===== config.mk =====
export PLATFORM = sky130hd
export DESIGN_NAME = uart_receiver
export DESIGN_NICKNAME = d
export VERILOG_FILES = /design/src/rtl/uart_pkg.sv /design/src/rtl/sync_2ff.sv /design/src/rtl/uart_receiver.sv
export SDC_FILE = /design/constraint.sdc
export NUM_CORES = 1
export LEC_CHECK = 0
export ABC_AREA = 1
export BUFFER_PORTS_ARGS = -buffer_cell sky130_fd_sc_hd__buf_2
export CAP_MARGIN = 10
export CORE_MARGIN = 8
export CORE_UTILIZATION = 53
export DETAILED_ROUTE_END_ITERATION = 10
export GPL_TIMING_DRIVEN = 0
export PLACE_DENSITY_LB_ADDON = 0.1
export SLEW_MARGIN = 20
export SYNTH_ARGS = -nofsm -noshare
export SYNTH_HDL_FRONTEND = slang
export SYNTH_HIERARCHICAL = 1
export SYNTH_SLANG_ARGS = --single-unit

===== constraint.sdc =====
create_clock -name clk -period 1.53 [get_ports clk]
set_input_delay 0.306 -clock clk [delete_from_list [all_inputs] [get_ports clk]]
set_output_delay 0.306 -clock clk [all_outputs]
set_load 0.05 [all_outputs]

===== src/rtl/uart_pkg.sv =====
// Purpose: shared UART definitions (receiver state encoding, oversampling rate, frame defaults).
// Latency: n/a, declarations only.
// Backpressure: n/a.
package uart_pkg;

    // Ticks per bit period produced by the shared baud-rate generator.
    localparam int OVERSAMPLE  = 16;

    // Frame defaults shared by the transmitter, receiver and baud generator.
    localparam int DEF_DBIT    = 8;
    localparam int DEF_SB_TICK = 16;

    // One-hot receiver state encoding.
    typedef enum logic [4:0] {
        IDLE  = 5'b00001,
        START = 5'b00010,
        DATA  = 5'b00100,
        STOP  = 5'b01000,
        BREAK = 5'b10000
    } rx_state_t;

endpackage


===== src/rtl/sync_2ff.sv =====
// Purpose: two-flop synchronizer for a single asynchronous input, with a selectable reset level.
// Latency: 2 clk from input change to output change.
// Backpressure: none, free-running.
module sync_2ff #(
    parameter logic RST_VAL = 1'b1
) (
    input  logic clk,
    input  logic reset,
    input  logic d,
    output logic q
);

    logic meta;

    // Two back-to-back flops; the first may go metastable, the second settles it.
    always_ff @(posedge clk or negedge reset) begin
        if (!reset) begin
            meta <= RST_VAL;
            q    <= RST_VAL;
        end else begin
            meta <= d;
            q    <= meta;
        end
    end

endmodule


===== src/rtl/uart_receiver.sv =====
// Purpose: 16x oversampled UART receiver, LSB-first DBIT-bit frames, framing-error and break handling.
// Latency: rx_done_tick one clk after the stop-bit sampling tick (start + 8 + 16*DBIT + SB_TICK ticks).
// Backpressure: none; each frame is a single-cycle pulse the consumer (receive FIFO) must absorb.
module uart_receiver
    import uart_pkg::*;
#(
    parameter int DBIT    = DEF_DBIT,
    parameter int SB_TICK = DEF_SB_TICK
) (
    input  logic            clk,
    input  logic            reset,
    input  logic            s_tick,
    input  logic            rx,
    output logic [DBIT-1:0] dout,
    output logic            rx_done_tick,
    output logic            frame_err
);

    // Tick counter must reach both the 16-tick bit period and the stop length.
    localparam int SMAX = (SB_TICK > OVERSAMPLE) ? SB_TICK : OVERSAMPLE;
    localparam int SW   = $clog2(SMAX);
    localparam int NW   = $clog2(DBIT);

    localparam logic [SW-1:0] S_HALF = SW'(OVERSAMPLE / 2 - 1);
    localparam logic [SW-1:0] S_BIT  = SW'(OVERSAMPLE - 1);
    localparam logic [SW-1:0] S_STOP = SW'(SB_TICK - 1);
    localparam logic [NW-1:0] N_LAST = NW'(DBIT - 1);

    rx_state_t       state;
    logic [SW-1:0]   s;
    logic [NW-1:0]   n;
    logic [DBIT-1:0] b;
    logic            rx_s;

    sync_2ff #(
        .RST_VAL (1'b1)
    ) u_rx_sync (
        .clk   (clk),
        .reset (reset),
        .d     (rx),
        .q     (rx_s)
    );

    // Frame FSM, counters, shift register and registered outputs, all advancing on s_tick.
    always_ff @(posedge clk or negedge reset) begin
        if (!reset) begin
            state        <= IDLE;
            s            <= '0;
            n            <= '0;
            b            <= '0;
            dout         <= '0;
            rx_done_tick <= 1'b0;
            frame_err    <= 1'b0;
        end else begin
            rx_done_tick <= 1'b0;
            if (s_tick) begin
                case (state)
                    IDLE: begin
                        if (!rx_s) begin
                            state <= START;
                            s     <= '0;
                        end
                    end
                    START: begin
                        // Re-check the line at mid start bit; high here means a glitch.
                        if (s == S_HALF) begin
                            if (!rx_s) begin
                                state <= DATA;
                                s     <= '0;
                                n     <= '0;
                            end else begin
                                state <= IDLE;
                            end
                        end else begin
                            s <= s + 1'b1;
                        end
                    end
                    DATA: begin
                        // From mid start bit, every 16th tick lands at a data bit centre.
                        if (s == S_BIT) begin
                            b <= {rx_s, b[DBIT-1:1]};
                            s <= '0;
                            if (n == N_LAST) begin
                                state <= STOP;
                            end else begin
                                n <= n + 1'b1;
                            end
                        end else begin
                            s <= s + 1'b1;
                        end
                    end
                    STOP: begin
                        if (s == S_STOP) begin
                            dout         <= b;
                            frame_err    <= ~rx_s;
                            rx_done_tick <= 1'b1;
                            // A low stop bit may be a break; wait for the line to go high again.
                            state        <= rx_s ? IDLE : BREAK;
                        end else begin
                            s <= s + 1'b1;
                        end
                    end
                    BREAK: begin
                        if (rx_s) begin
                            state <= IDLE;
                        end
                    end
                    default: begin
                        state <= IDLE;
                    end
                endcase
            end
        end
    end

endmodule


==> summary.txt <==
STA
  • Slew Viols, Final: 0
  • Transition time of the tightest slew-check pin: 682.6 ps
  • Worst hold margin: -19.15 ps
  • Slack of the critical path: -20.56 ps
  • Crit path time final: 1551 ps
  • Fmax: approximately 640 MHz
  • Total setup violations reported at the end of the flow: 3
  • Number of hold-slack violations in the final timing report: 15
  • RSZ-0062 raised after global routing: true
  • Worst-case clock skew: 17.40 ps
  • Period Utilization, post-route: 1.013
  • Slew margin rel.: 0.5450

Outcome
  • Status: finished, violations left
  • Violated checks: hold timing, setup timing

Global routing
  • Most Used Layer, Global Route: met2
  • Met3 layer usage reported by global route: 0.04342
  • Total congestion overflow: 0
  • Global-route wire length before repair: 6154 microns
  • Number of antenna violations at the first check in global routing: 0
  • Largest net degree at the start of global routing: 33
  • Overall Global Routing Usage: 0.1442
  • Met2 track demand over resource in global routing: 0.2090
  • Via count of the first global-routing pass: 1,332
  • Met1 usage: 0.2000

Die
  • Site row count: 21
  • Area of the die: 5669 sq um
  • IO Pins: 14
  • Placeable Area: 3363 sq um
  • Initial cell density of the core: 0.5539
  • Height of the die: approximately 75 microns
  • Die boundary width: 75.29 microns

Synth
  • Synth Area per Inst: ~7.8 sq um
  • Top-area cell type share of the netlist area: 0.3895
  • Largest cells by area after synthesis: dfrtp_1, nand2_1, inv_1
  • Syn_nets: 247
  • Synthesized instance count: 240
  • Count of different cell masters after synthesis: 25
  • Warnings, synthesis: 6
  • Netlist area before placement: 1863 sq um
  • Sequential fraction of the synthesis area: 0.4318
  • Flip-flop and latch count after synthesis: 32
  • Cell type contributing the most total cell area after synthesis: dfrtp_1

Clock tree
  • Inserted Clock Buffers: 5
  • Clock input transition at the sequential cells of the worst setup and hold paths: roughly 120 ps
  • # H-tree levels: 2
  • Number of hold buffers added after CTS: 0
  • TritonCTS clock tree: built
  • Buffer levels on the longest clock path: 2
  • Worst skew pair latency: roughly 350 ps
  • Sink Count: 32
  • Root cell of the clock tree: clkbuf_4

Critical path
  • Ordered list of cells on the worst path: nor2_4, nand2_2, nor2_4, buf_4, nand2_1, nand2_1, nor2_1, nand2_1, nand2_1, nand2_1
  • Path depth of the worst reg2reg path: 10
  • Slack of the worst reg-to-reg path: -20 ps
  • Worst reg2reg endpoint: s[1]
  • CP Capture Point: s[1]
  • WP data required: 1810 ps
  • Most common cell on crit path: nand2_1
  • R2r startpoint: state[1]
  • Delay of the slowest cell on the worst path: around 460 ps
  • Startpoint-to-endpoint class of the critical path: flop to flop
  • Largest fanout on the critical path: 5
  • Cell at the slowest stage of the critical path: dfrtp_2
  • Startpoint of the most critical setup path: state[1]
  • Worst Setup Start Kind: flop
  • Crit path arrival time: 1830 ps
  • Kind of end point of the critical path: flop

Finish
  • Most common library cell in the layout ignoring fill and taps: nand2_1
  • Post-synthesis to final-layout area growth: 27.87%
  • Post-layout net count: 286
  • Share of final-layout standard cells stronger than drive strength 1: 0.3964
  • Highest-count cells in the layout ignoring fill and taps: nand2_1, inv_1, dfrtp_1
  • Diode count: 0

Drt
  • Number of design-rule violations left by the first detailed-router iteration: 69
  • Final antenna-violating net count: 0
  • Length of the first detailed-routing pass in iterations: 4
  • Average vias per placed instance: 5.003
  • Post-route DRC: 0
  • Total via count after detailed routing: 1,631
  • Routed wirelength normalized by instance count: 13.02 microns
  • Total routed wirelength: between 4000 and 5000 microns

Place
  • Number of buffer cells added on primary ports: 13
  • DPL Wire Length: 2715 microns
  • RD Place Congestion: 0.8949

Worst hold path
  • Worst hold-check path type: input port to async pin

Run
  • Max-cap viol count: 0

Power and ir drop
  • Total power draw: around 3.0 mW
  • Lkg Pwr: between 1 and 1.5 nW
  • PwrDens: 1239 nW/um^2
  • VDD IR-drop max: 0.8237 mV
==> area by class of cell <==
| type | instances | area, sq um |
|---|---|---|
| Inverter | 31 | 118.9 |
| Sequential cell | 32 | 809.5 |
| Clock inverter | 3 | 18.77 |
| Clock buffer | 5 | 37.54 |
| Timing Repair Buffer | 32 | 249.0 |
| Tap cell | 46 | 57.56 |
| Buffer | 3 | 31.28 |
| Multi-Input combinational cell | 174 | 1060 |
| Fill cell | 284 | 980.9 |
==> per-layer routing <==
metal | vias to the layer above | share of wire
met5 | - | 0
met4 | 0 | 0.020
met3 | 10 | 0.047
met2 | 29 | 0.48
met1 | 753 | 0.45
li1 | 839 | -
==> power breakdown <==
group | switching [mW] | internal (mW) | total, mW
clock | 0.317 | 0.176 | 0.493
combinational | 0.851 | 0.567 | 1.42
sequential | 0.111 | 0.930 | 1.04
==> worst max-delay path, delay by kind of cell (launching register included) <==
family        cells  cell delay (ps)
buf+inv           1              140
flops             1              460
simple gates      9              870
==> registers in the layout (all words and copies together), names as in the netlist, 3 cells and up <==
signal and count:
s 4, b 8, n 3, state 5, dout 8
==> cell families (layout without fill, tap and decap cells) <==
| group | after synthesis | in the layout | synth area share |
|---|---|---|---|
| XOR/XNOR | 1 | 1 | 0.004702 |
| flip-flops | 32 | 32 | 0.4318 |
| AND/OR/NAND/NOR | 147 | 147 | 0.3835 |
| adder cells (fa/ha/maj) | 3 | 3 | 0.02015 |
| buffers and inverters | 34 | 74 | 0.07656 |
| AO/OA/AOI/OAI | 23 | 23 | 0.08328 |
==> cell usage after synthesis <==
| cell | n |
|---|---|
| buf_6 | 2 |
| nor2_1 | 18 |
| a21oi_2 | 2 |
| a21oi_1 | 3 |
| inv_2 | 2 |
| clkbuf_1 | 1 |
| o21ai_2 | 8 |
| o21ai_0 | 8 |
| ha_1 | 3 |
| dfrtp_1 | 29 |
| o21ai_1 | 1 |
| xor2_1 | 1 |
| nand3_2 | 2 |
| nand4_1 | 3 |
| nand2_2 | 2 |
| nand3b_1 | 2 |
| nand3_4 | 3 |
| inv_1 | 29 |
| nor2_2 | 4 |
| nor2_4 | 5 |
| o211ai_1 | 1 |
| nand3_1 | 21 |
| nand2_4 | 2 |
| nand2_1 | 85 |
| dfstp_2 | 3 |
==> timing repair <==
action | CTS | global route
pin swaps | 1 | 16
buffers inserted | 5 | 14
resized for setup | 8 | 48
setup endpoints to repair | 21 | 29
==> worst min-delay path by stage <==
stage	from	end	slack (ps)	depth (start not counted)
floorplan	reset	b[0]	10	0
global placement	u_rx_sync/meta	u_rx_sync/q	350	0
detailed placement	u_rx_sync/meta	u_rx_sync/q	350	0
CTS	reset	state[1]	4	1
global route	rx	u_rx_sync/meta	30	1
finish	reset	state[1]	-20	1
==> stage by stage <==
stage / worst slack (ps) / cells / TNS, ps / utilization / instance area, sq um
floorplan: 37.31 / 240 / 0 / - / 1863
global placement: -194.3 / 299 / -1683 / 0.5904 / 1986
detailed placement: -204.4 / 299 / -2076 / 0.5904 / 1986
CTS: 0.1711 / 312 / 0 / 0.6269 / 2108
global route: -67.90 / 326 / -1139 / 0.7083 / 2382
finish: -20.56 / 326 / -22.45 / 0.7083 / 2382
Power figures use the tool's default switching activity.
